===== config.mk =====
export PLATFORM = sky130hd
export DESIGN_NAME = lcd_frame_sequencer
export DESIGN_NICKNAME = d
export VERILOG_FILES = /design/src/rtl/lcd_pkg.sv /design/src/rtl/lcd_byte_writer.sv /design/src/rtl/lcd_frame_sequencer.sv
export SDC_FILE = /design/constraint.sdc
export NUM_CORES = 1
export LEC_CHECK = 0
export ABC_AREA = 1
export BUFFER_PORTS_ARGS = -buffer_cell sky130_fd_sc_hd__buf_2
export CORE_ASPECT_RATIO = 1.25
export CORE_MARGIN = 2
export CORE_UTILIZATION = 36
export CTS_CLUSTER_DIAMETER = 200
export DETAILED_ROUTE_END_ITERATION = 8
export PLACE_DENSITY = 0.66
export REMOVE_ABC_BUFFERS = 1
export SKIP_CTS_REPAIR_TIMING = 1
export SLEW_MARGIN = 30
export SYNTH_ARGS = -nofsm -noshare
export SYNTH_HDL_FRONTEND = slang
export SYNTH_SLANG_ARGS = --single-unit

===== constraint.sdc =====
create_clock -name Clock_100MHz -period 5.1 [get_ports Clock_100MHz]
set_input_delay 0.51 -clock Clock_100MHz [delete_from_list [all_inputs] [get_ports Clock_100MHz]]
set_output_delay 0.51 -clock Clock_100MHz [all_outputs]
set_load 0.005 [all_outputs]

===== src/rtl/lcd_pkg.sv =====
// Shared types and constants for the HD44780 frame sequencer.
package lcd_pkg;

  typedef enum logic [2:0] {
    ST_POWER_WAIT,
    ST_INIT,
    ST_IDLE,
    ST_ADDR1,
    ST_ROW1,
    ST_ADDR2,
    ST_ROW2,
    ST_DONE
  } seq_state_t;

  typedef enum logic [1:0] {
    BW_IDLE,
    BW_SETUP,
    BW_PULSE,
    BW_WAIT
  } bw_state_t;

  localparam logic [7:0] CMD_FUNC_SET = 8'h38;
  localparam logic [7:0] CMD_DISP_ON  = 8'h0C;
  localparam logic [7:0] CMD_CLEAR    = 8'h01;
  localparam logic [7:0] CMD_ENTRY    = 8'h06;
  localparam logic [7:0] CMD_ROW1     = 8'h80;
  localparam logic [7:0] CMD_ROW2     = 8'hC0;

  function automatic int unsigned max_u(input int unsigned a, input int unsigned b);
    return (a > b) ? a : b;
  endfunction

  function automatic logic [7:0] init_cmd(input logic [1:0] i);
    logic [7:0] c;
    case (i)
      2'd0:    c = CMD_FUNC_SET;
      2'd1:    c = CMD_DISP_ON;
      2'd2:    c = CMD_CLEAR;
      default: c = CMD_ENTRY;
    endcase
    return c;
  endfunction

  // Character k of a row; k = 0 is the leftmost (most significant) byte.
  function automatic logic [7:0] char_at(input logic [127:0] line, input logic [3:0] k);
    return line[127 - 8 * int'(k) -: 8];
  endfunction

endpackage


===== src/rtl/lcd_byte_writer.sv =====
// Single-byte LCD write: SETUP (E low) -> PULSE (E high) -> WAIT (E low).
// Ports: start/rs/data/long_wait request a byte; done is high in the last
// WAIT cycle, when a new start is accepted with no idle gap.
module lcd_byte_writer
  import lcd_pkg::*;
#(
  parameter int unsigned SETUP_CYCLES      = 10,
  parameter int unsigned E_PULSE_CYCLES    = 50,
  parameter int unsigned CMD_WAIT_CYCLES   = 5_000,
  parameter int unsigned CLEAR_WAIT_CYCLES = 200_000,
  parameter int unsigned TIMER_W           = 19
) (
  input  logic       Clock_100MHz,
  input  logic       Clear,
  input  logic       start,
  input  logic       rs,
  input  logic [7:0] data,
  input  logic       long_wait,
  output logic       done,
  output logic       lcd_e,
  output logic       lcd_rs,
  output logic [7:0] lcd_data
);

  bw_state_t          state;
  logic [TIMER_W-1:0] timer;
  logic               long_q;

  assign done = (state == BW_WAIT) && (timer == '0);

  always_ff @(posedge Clock_100MHz) begin
    if (Clear) begin
      state    <= BW_IDLE;
      timer    <= '0;
      long_q   <= 1'b0;
      lcd_e    <= 1'b0;
      lcd_rs   <= 1'b0;
      lcd_data <= '0;
    end else if (start && (state == BW_IDLE || done)) begin
      state    <= BW_SETUP;
      timer    <= TIMER_W'(SETUP_CYCLES - 1);
      long_q   <= long_wait;
      lcd_e    <= 1'b0;
      lcd_rs   <= rs;
      lcd_data <= data;
    end else begin
      case (state)
        BW_SETUP: begin
          if (timer == '0) begin
            state <= BW_PULSE;
            lcd_e <= 1'b1;
            timer <= TIMER_W'(E_PULSE_CYCLES - 1);
          end else begin
            timer <= timer - 1'b1;
          end
        end
        BW_PULSE: begin
          if (timer == '0) begin
            state <= BW_WAIT;
            lcd_e <= 1'b0;
            timer <= long_q ? TIMER_W'(CLEAR_WAIT_CYCLES - 1)
                            : TIMER_W'(CMD_WAIT_CYCLES - 1);
          end else begin
            timer <= timer - 1'b1;
          end
        end
        BW_WAIT: begin
          if (timer == '0) state <= BW_IDLE;
          else             timer <= timer - 1'b1;
        end
        default: ;
      endcase
    end
  end

endmodule


===== src/rtl/lcd_frame_sequencer.sv =====
// HD44780 16x2 driver: power-up wait, init commands, then 34-byte frames
// (row address + 16 chars per row) from a snapshot of Line_1/Line_2.
// Ports: Refresh requests a frame; Busy/Frame_done report status;
// LCD_RS/LCD_RW/LCD_E/LCD_Data drive the panel.
// Optional: LCD_AUTO_REFRESH_EN adds a periodic internal frame request.
module lcd_frame_sequencer
  import lcd_pkg::*;
#(
  parameter int unsigned POWER_WAIT_CYCLES = 2_000_000,
  parameter int unsigned SETUP_CYCLES      = 10,
  parameter int unsigned E_PULSE_CYCLES    = 50,
  parameter int unsigned CMD_WAIT_CYCLES   = 5_000,
  parameter int unsigned CLEAR_WAIT_CYCLES = 200_000,
  parameter int unsigned REFRESH_CYCLES    = 10_000_000
) (
  input  logic         Clock_100MHz,
  input  logic         Clear,
  input  logic [127:0] Line_1,
  input  logic [127:0] Line_2,
  input  logic         Refresh,
  output logic         Busy,
  output logic         Frame_done,
  output logic         LCD_RS,
  output logic         LCD_RW,
  output logic         LCD_E,
  output logic [7:0]   LCD_Data
);

  localparam int unsigned MAX_CYC =
    max_u(max_u(max_u(POWER_WAIT_CYCLES, SETUP_CYCLES), max_u(E_PULSE_CYCLES, CMD_WAIT_CYCLES)),
          max_u(CLEAR_WAIT_CYCLES, REFRESH_CYCLES));
  localparam int unsigned TIMER_W = $clog2(MAX_CYC) + 1;

  seq_state_t         state;
  logic [TIMER_W-1:0] power_cnt;
  logic [3:0]         idx;
  logic [255:0]       snap;
  logic               pending;
  logic               req;

  logic               wr_start;
  logic               wr_rs;
  logic [7:0]         wr_data;
  logic               wr_long;
  logic               wr_done;

  assign LCD_RW = 1'b0;

`ifdef LCD_AUTO_REFRESH_EN
  logic               auto_run;
  logic [TIMER_W-1:0] auto_cnt;
  logic               auto_req;

  // Counter loads zero at end of init so the first request lands in the first IDLE cycle.
  always_ff @(posedge Clock_100MHz) begin
    if (Clear) begin
      auto_run <= 1'b0;
      auto_cnt <= '0;
    end else if (state == ST_INIT && wr_done && idx == 4'd3) begin
      auto_run <= 1'b1;
      auto_cnt <= '0;
    end else if (auto_run) begin
      if (auto_cnt == '0) auto_cnt <= TIMER_W'(REFRESH_CYCLES - 1);
      else                auto_cnt <= auto_cnt - 1'b1;
    end
  end

  assign auto_req = auto_run && (auto_cnt == '0);
  assign req      = Refresh | auto_req;
`else
  assign req = Refresh;
`endif

  // Next byte is issued combinationally in the writer's done cycle so bytes run back to back.
  always_comb begin
    wr_start = 1'b0;
    wr_rs    = 1'b0;
    wr_data  = CMD_FUNC_SET;
    wr_long  = 1'b0;
    case (state)
      ST_POWER_WAIT: begin
        wr_start = (power_cnt == '0);
        wr_data  = CMD_FUNC_SET;
      end
      ST_INIT: begin
        wr_start = wr_done && (idx != 4'd3);
        wr_data  = init_cmd(idx[1:0] + 2'd1);
        wr_long  = (wr_data == CMD_CLEAR);
      end
      ST_IDLE: begin
        wr_start = req | pending;
        wr_data  = CMD_ROW1;
      end
      ST_ADDR1: begin
        wr_start = wr_done;
        wr_rs    = 1'b1;
        wr_data  = char_at(snap[255:128], 4'd0);
      end
      ST_ROW1: begin
        wr_start = wr_done;
        if (idx == 4'd15) begin
          wr_rs   = 1'b0;
          wr_data = CMD_ROW2;
        end else begin
          wr_rs   = 1'b1;
          wr_data = char_at(snap[255:128], idx + 4'd1);
        end
      end
      ST_ADDR2: begin
        wr_start = wr_done;
        wr_rs    = 1'b1;
        wr_data  = char_at(snap[127:0], 4'd0);
      end
      ST_ROW2: begin
        wr_start = wr_done && (idx != 4'd15);
        wr_rs    = 1'b1;
        wr_data  = char_at(snap[127:0], idx + 4'd1);
      end
      default: ;
    endcase
  end

  always_ff @(posedge Clock_100MHz) begin
    if (Clear) begin
      state      <= ST_POWER_WAIT;
      power_cnt  <= TIMER_W'(POWER_WAIT_CYCLES - 1);
      idx        <= '0;
      snap       <= '0;
      pending    <= 1'b0;
      Busy       <= 1'b1;
      Frame_done <= 1'b0;
    end else begin
      Frame_done <= 1'b0;
      if (req && state != ST_IDLE) pending <= 1'b1;
      case (state)
        ST_POWER_WAIT: begin
          if (power_cnt == '0) begin
            state <= ST_INIT;
            idx   <= '0;
          end else begin
            power_cnt <= power_cnt - 1'b1;
          end
        end
        ST_INIT: begin
          if (wr_done) begin
            if (idx == 4'd3) begin
              state <= ST_IDLE;
              Busy  <= 1'b0;
            end else begin
              idx <= idx + 1'b1;
            end
          end
        end
        ST_IDLE: begin
          if (req || pending) begin
            state   <= ST_ADDR1;
            snap    <= {Line_1, Line_2};
            pending <= 1'b0;
            Busy    <= 1'b1;
          end
        end
        ST_ADDR1: begin
          if (wr_done) begin
            state <= ST_ROW1;
            idx   <= '0;
          end
        end
        ST_ROW1: begin
          if (wr_done) begin
            if (idx == 4'd15) state <= ST_ADDR2;
            else              idx   <= idx + 1'b1;
          end
        end
        ST_ADDR2: begin
          if (wr_done) begin
            state <= ST_ROW2;
            idx   <= '0;
          end
        end
        ST_ROW2: begin
          if (wr_done) begin
            if (idx == 4'd15) begin
              state      <= ST_DONE;
              Frame_done <= 1'b1;
            end else begin
              idx <= idx + 1'b1;
            end
          end
        end
        ST_DONE: begin
          state <= ST_IDLE;
          Busy  <= 1'b0;
        end
        default: state <= ST_POWER_WAIT;
      endcase
    end
  end

  lcd_byte_writer #(
    .SETUP_CYCLES      (SETUP_CYCLES),
    .E_PULSE_CYCLES    (E_PULSE_CYCLES),
    .CMD_WAIT_CYCLES   (CMD_WAIT_CYCLES),
    .CLEAR_WAIT_CYCLES (CLEAR_WAIT_CYCLES),
    .TIMER_W           (TIMER_W)
  ) u_writer (
    .Clock_100MHz (Clock_100MHz),
    .Clear        (Clear),
    .start        (wr_start),
    .rs           (wr_rs),
    .data         (wr_data),
    .long_wait    (wr_long),
    .done         (wr_done),
    .lcd_e        (LCD_E),
    .lcd_rs       (LCD_RS),
    .lcd_data     (LCD_Data)
  );

endmodule


; ---- Word-level counts from Yosys, hierarchy flattened
; Index checks and enable logic that the tools add are counted.
[word_totals]
regBits = 329
out_inout_bits = 13
[op_classes]
bitwise_logic = 4
n_reduce_logical = 33
n_eq_ne = 40
shifts = 2
n_mux = 48
n_addsub = 5
[op_table]
columns = cell, n
row1 = $shiftx 135x8->8, 2
row2 = $mux 25, 3
row3 = $pmux 25 s3, 1
row4 = $logic_not 25->1, 2
row5 = $sub 25x1->25 const B, 2
row6 = $pmux 8 s6, 1
row7 = $mux 3, 10
row8 = $mux 4, 7
row9 = $pmux 3 s8, 1
row10 = $mux 18, 1
row11 = $ne 2x1->1 const B, 9
row12 = $ne 2x2->1 const B, 9
row13 = $pmux 6 s3, 1
row14 = $mux 8, 2
row15 = $pmux 4 s4, 1
row16 = $eq 3x3->1 const B, 4
row17 = $mux 1, 12
row18 = $reduce_and 4->1, 3
row19 = $reduce_and 10->1, 1
row20 = $reduce_or 3->1, 3
row21 = $eq 8x1->1 const B, 1
row22 = $reduce_and 2->1, 4
row23 = $reduce_bool 4->1, 2
row24 = $sub 7x7->8 const A, 1
row25 = 29 further kinds, 49

; ---- Logic depth before layout (Yosys ltp)
[depth]
ltp_word = 7
depth_mapped = 15

; ---- Hierarchy
; Synthesis repeated with hierarchy kept, for this count alone.
[hier_totals]
hier_cells = 2406
hier_area_um2 = 15896.5
[by_module_without_submodules]
columns = module, area_per_inst_um2, seq_area_each_um2, cells_per_inst, n_inst
row1 = lcd_frame_sequencer, 13447.9, 5825.6, 2011, 1
row2 = lcd_byte_writer, 2448.6, 760.7, 395, 1

; ---- Least setup slack after synthesis
; OpenSTA, ideal clock, no wires.
[synth_timing]
path_kind = reg-to-reg
start = register idx[0]
end = register u_writer.lcd_data[0]
required_time_ps = 4988
arrival_time_ps = 2212
path_stages_with_launch = 16
path_buffers = 4
setup_time_ps = 112
slack_ps = 2776
cell_sequence = dfxtp_1 -> clkinv_1 -> clkbuf_1 -> ha_1 -> clkbuf_1 -> buf_2 -> clkbuf_1 -> a21oi_1 -> o21ai_0 -> nand3_1 -> nand3_1 -> nand2_1 -> nand2_1 -> nand3_1 -> nand2_1 -> nand2_1
[synth_between]
elab_chain_len = 5
[synth_lines]
columns = element, line_no
row1 = start: declaration, lcd_frame_sequencer.sv:36  ; logic [3:0] idx;
row2 = start signal: assignment, lcd_frame_sequencer.sv:150  ; idx <= idx + 1'b1;
row3 = start signal: assignment, lcd_frame_sequencer.sv:171  ; else idx <= idx + 1'b1;
row4 = start signal: assignment, lcd_frame_sequencer.sv:186  ; idx <= idx + 1'b1;
row5 = $add 4x1->4 / $add 2x1->2 (equally long branches), "lcd_frame_sequencer.sv:106, lcd_frame_sequencer.sv:117, lcd_frame_sequencer.sv:87"
row6 = "$sub 7x7->8, or another cell as far along", lcd_pkg.sv:46  ; return line[127 - 8 * int'(k) -: 8];
row7 = $shiftx 135x8->8 / $pmux 6 s3 (equally long branches), "lcd_pkg.sv:46, lcd_pkg.sv:35"
row8 = $mux 8 (on tied branches), "lcd_frame_sequencer.sv:101, lcd_frame_sequencer.sv:80"
row9 = $pmux 8 s6, lcd_frame_sequencer.sv:80  ; case (state)
row10 = end signal: assignment, lcd_byte_writer.sv:45  ; lcd_data <= data;
row11 = end: declaration, lcd_byte_writer.sv:22  ; output logic [7:0] lcd_data
; Several ways; a longest one is shown, not always the timed one. The select of a mux whose other input is x is not followed.
; A chain may end at the register's enable or synchronous reset.

; ---- Final worst setup path
[layout_timing]
start = register idx[0]
end = register u_writer.lcd_data[3]
; Same word-level chain as after synthesis.

==> flow_summary.toml <==
[synth]
synth_top_family_by_area = "compound AO/OA/AOI/OAI gates"
postSynthCellCount = 2210
yosysTopAreaCell = "dfxtp_1"
yosysMostFrequentCell = "nor2_1"
synth_edf_count = 0
synthSimpleGateAreaFrac_pct = 21.28
yosysTopAreaCellShare_pct = 43.11
async_flop_share_pct = 0
synthFlopType = "dfxtp_1"
yosysUniqueCellTypes = 41
ys_seq_area_share_pct = 43.11
synthAdderAreaFrac_pct = 0.8189
synthTopCellsByCount = "386 x nor2_1, 377 x o21ai_0, 329 x dfxtp_1"
synth_area_per_cell_um2 = 6.913
mappedNetlistArea_mm2 = 0.01528
ys_ff_latch = 329
synthTopCellsByArea = "dfxtp_1 43%, o21ai_0 12%, nor2_1 9.5%"
synth_mux_area_share_pct = 0
yosysWarnings = 0
synth_compound_area_share_pct = 24.40
synth-xor-area-share_pct = 0.9745

[route]
routed_via_density = 5.146
first_pass_iters = 7
drc = 0
final_antenna_net_count = 0
vias = 15290
route.detailed.wl_per_inst_um = 16.00
drt_iter0_drc = 1055
routed_wirelength_um = 47550

[final_layout]
register_area_mm2 = 0.006590
fin_area_mm2 = 0.01810
multi_input_area_mm2 = 0.007296
fillCellCount = 4438
nets = 2656
drive_gt1_share_pct = 15.71
diodes = 0
stdcell_count = 2971
synthToLayoutAreaGrowth_pct = 18.48

[place]
dpl_cell_area_mm2 = 0.01690
dp_cells = 2908
hpwl_um = 32600
port_buffers = 270
gp_congestion = 0.8453

[critical_path]
criticalPathCategory = "reg -> reg"
critical_path_required_ps = 5550
end_kind = "flop"
cp-startpoint = "idx[0]$_SDFFE_PP0P_"
critPathMaxFanout = 66
r2r_start = "idx[0]$_SDFFE_PP0P_"
cp.arrival_ps = 4090
start_kind = "flop"

[floorplanning]
core_mm2 = 0.04194
die-area_mm2 = 0.04411
fp.dieW_um = 188.3
dieHeight_um = 234.3
io_pins = 272
rows = 84
initial_core_util_pct = 36.43

[power_and_ir_drop]
leakagePower_nw = 7.628
p_per_area_mw_per_mm2 = 573.8
ir_drop_mv = 0.3440
pwr-share-comb_pct = 41.5
p_sw_share_pct = 41.55
power_frac_seq_pct = 33.1
p_clk_share_pct = 25.4
internal_power_mw = 6.072
p_switching_mw = 4.316

[timing]
fin_crit_sh_pct = 71.27
period_needed_ps = 3635
worst_slew_pin_slew_ps = 999.1
hold_viol = 0
rsz0062_at_grt = "no"
fmax_mhz = 275.1
slew-limit-headroom_pct = 33.15
final.setup_skew_ps = 23.47
drv_slew = 0
finalSetupViolCount = 0

[cts]
cts_sinks = 329
cts-htree-levels = 2
cts-buffers-inserted = 35
clk_latency_ps = 530
cts_tree = "built"
clockRootBuffer = "clkbuf_16"
cts_buffer_depth = 3
clk_pin_slew_ps = 60

[global_routing]
grt_max_degree = 192
grt_usage_pct = 20.74
grt_first_pass_wirelength_um = 73530
overflow = 0
grt_pass1_vias = 14580
antenna_found_initial = 1

[run]
maxCapViolCount = 0

[hold_path]
hold_path_startpoint = "Line_2[50]"
hp-class = "in -> reg"

[outcome]
status = "complete, no violations"
## area by class of cell
class	count	share of cell area, %
flip-flops and latches	329	36.40
repair buffers	286	8.336
multi-input cells	1519	40.30
inverters	216	4.576
clock inverters	16	1.113
well taps	559	3.864
clock buffers	46	5.405
## power groups by stage
| stage | logic, mW | registers [mW] | clock network [mW] |
|---|---|---|---|
| after global placement | 4.18 | 3.47 | 0 |
| after global routing | 4.87 | 3.50 | 2.79 |
| after detailed placement | 4.28 | 3.48 | 0 |
| after floorplan | 3.12 | 3.48 | 0 |
| final | 4.31 | 3.44 | 2.64 |
| after CTS | 4.30 | 3.43 | 2.69 |
## through the flow
| stage | total power, mW | TNS (ps) | util (%) | worst slack [ps] | hold WS, ps |
|---|---|---|---|---|---|
| final | 10.39 | 0 | 43.17 | 1465 | 204.8 |
| after global routing | 11.15 | 0 | 43.17 | 1128 | 205.2 |
| after CTS | 10.42 | 0 | 43.11 | 1397 | 181.1 |
| after detailed placement | 7.763 | 0 | 40.29 | 1442 | 443.4 |
| after global placement | 7.653 | 0 | 40.29 | 1517 | 438.7 |
| after floorplan | 6.601 | -419890 | - | -5001 | 428.3 |
## kinds of logic (layout without fill, tap and decap cells)
group	after synthesis	in the layout
AOI/OAI and AO/OA	705	705
xor gates and xnor gates	17	17
and+or+nand+nor	786	786
adders and majority gates	10	10
DFF	329	329
other	1	1
buffers and inverters	362	564
## sequential cells by signal (all words and copies together) (netlist names)
signal / count
snap: 256
power_cnt: 25
u_writer.timer: 25
u_writer.lcd_data: 8
idx: 4
state: 3
u_writer.state: 2
Busy: 1
Frame_done: 1
pending: 1
u_writer.lcd_e: 1
u_writer.lcd_rs: 1
u_writer.long_q: 1
## worst max-delay path, stage by stage, from the launching register on
cell and delay, ps:
dfxtp_4 730, clkinv_1 270, ha_4 750, clkinv_1 780
a21oi_1 330, o21ai_0 140, nand3_1 90, nand3_1 80
nand2_1 100, nand2_1 50, nand3_1 90, nor2_1 40
nor2_1 90
## worst paths after layout
check	endpoint	slack (ps)	cells past startpoint
worst max register to register	u_writer.lcd_data[3]$_SDFFE_PP0P_	1470	12
worst max-delay path	u_writer.lcd_data[3]$_SDFFE_PP0P_	1470	12
worst min register to register	snap[41]$_SDFFE_PP0P_	450	2
worst min-delay path	snap[50]$_SDFFE_PP0P_	200	3
## per-layer routing
metal / wire length (um) / up-vias / global-route usage, %
li1: - / 7636 / -
met2: 22610 / 483 / 35.57
met5: 13 / - / 0
met4: 2553 / 2 / 11.49
met3: 2476 / 138 / 3.128
met1: 19900 / 7031 / 24.95
## placed cells by master, fill, tap and decap left out, types with 5 or more instances in the layout
master       n
buf_4       13
inv_2        5
inv_6        5
a21oi_1    248
nand4_1      5
ha_1         9
nand3_1    136
buf_2      270
nor2_1     386
a21oi_2      9
o21ai_1      6
nand2_1    228
clkbuf_1     6
clkbuf_16   36
clkinv_2     6
o211ai_1    48
dfxtp_1    328
o21ai_0    377
nor3_1      10
xor2_1      11
inv_1      206
Note: power is estimated with default switching activity, not from simulation.
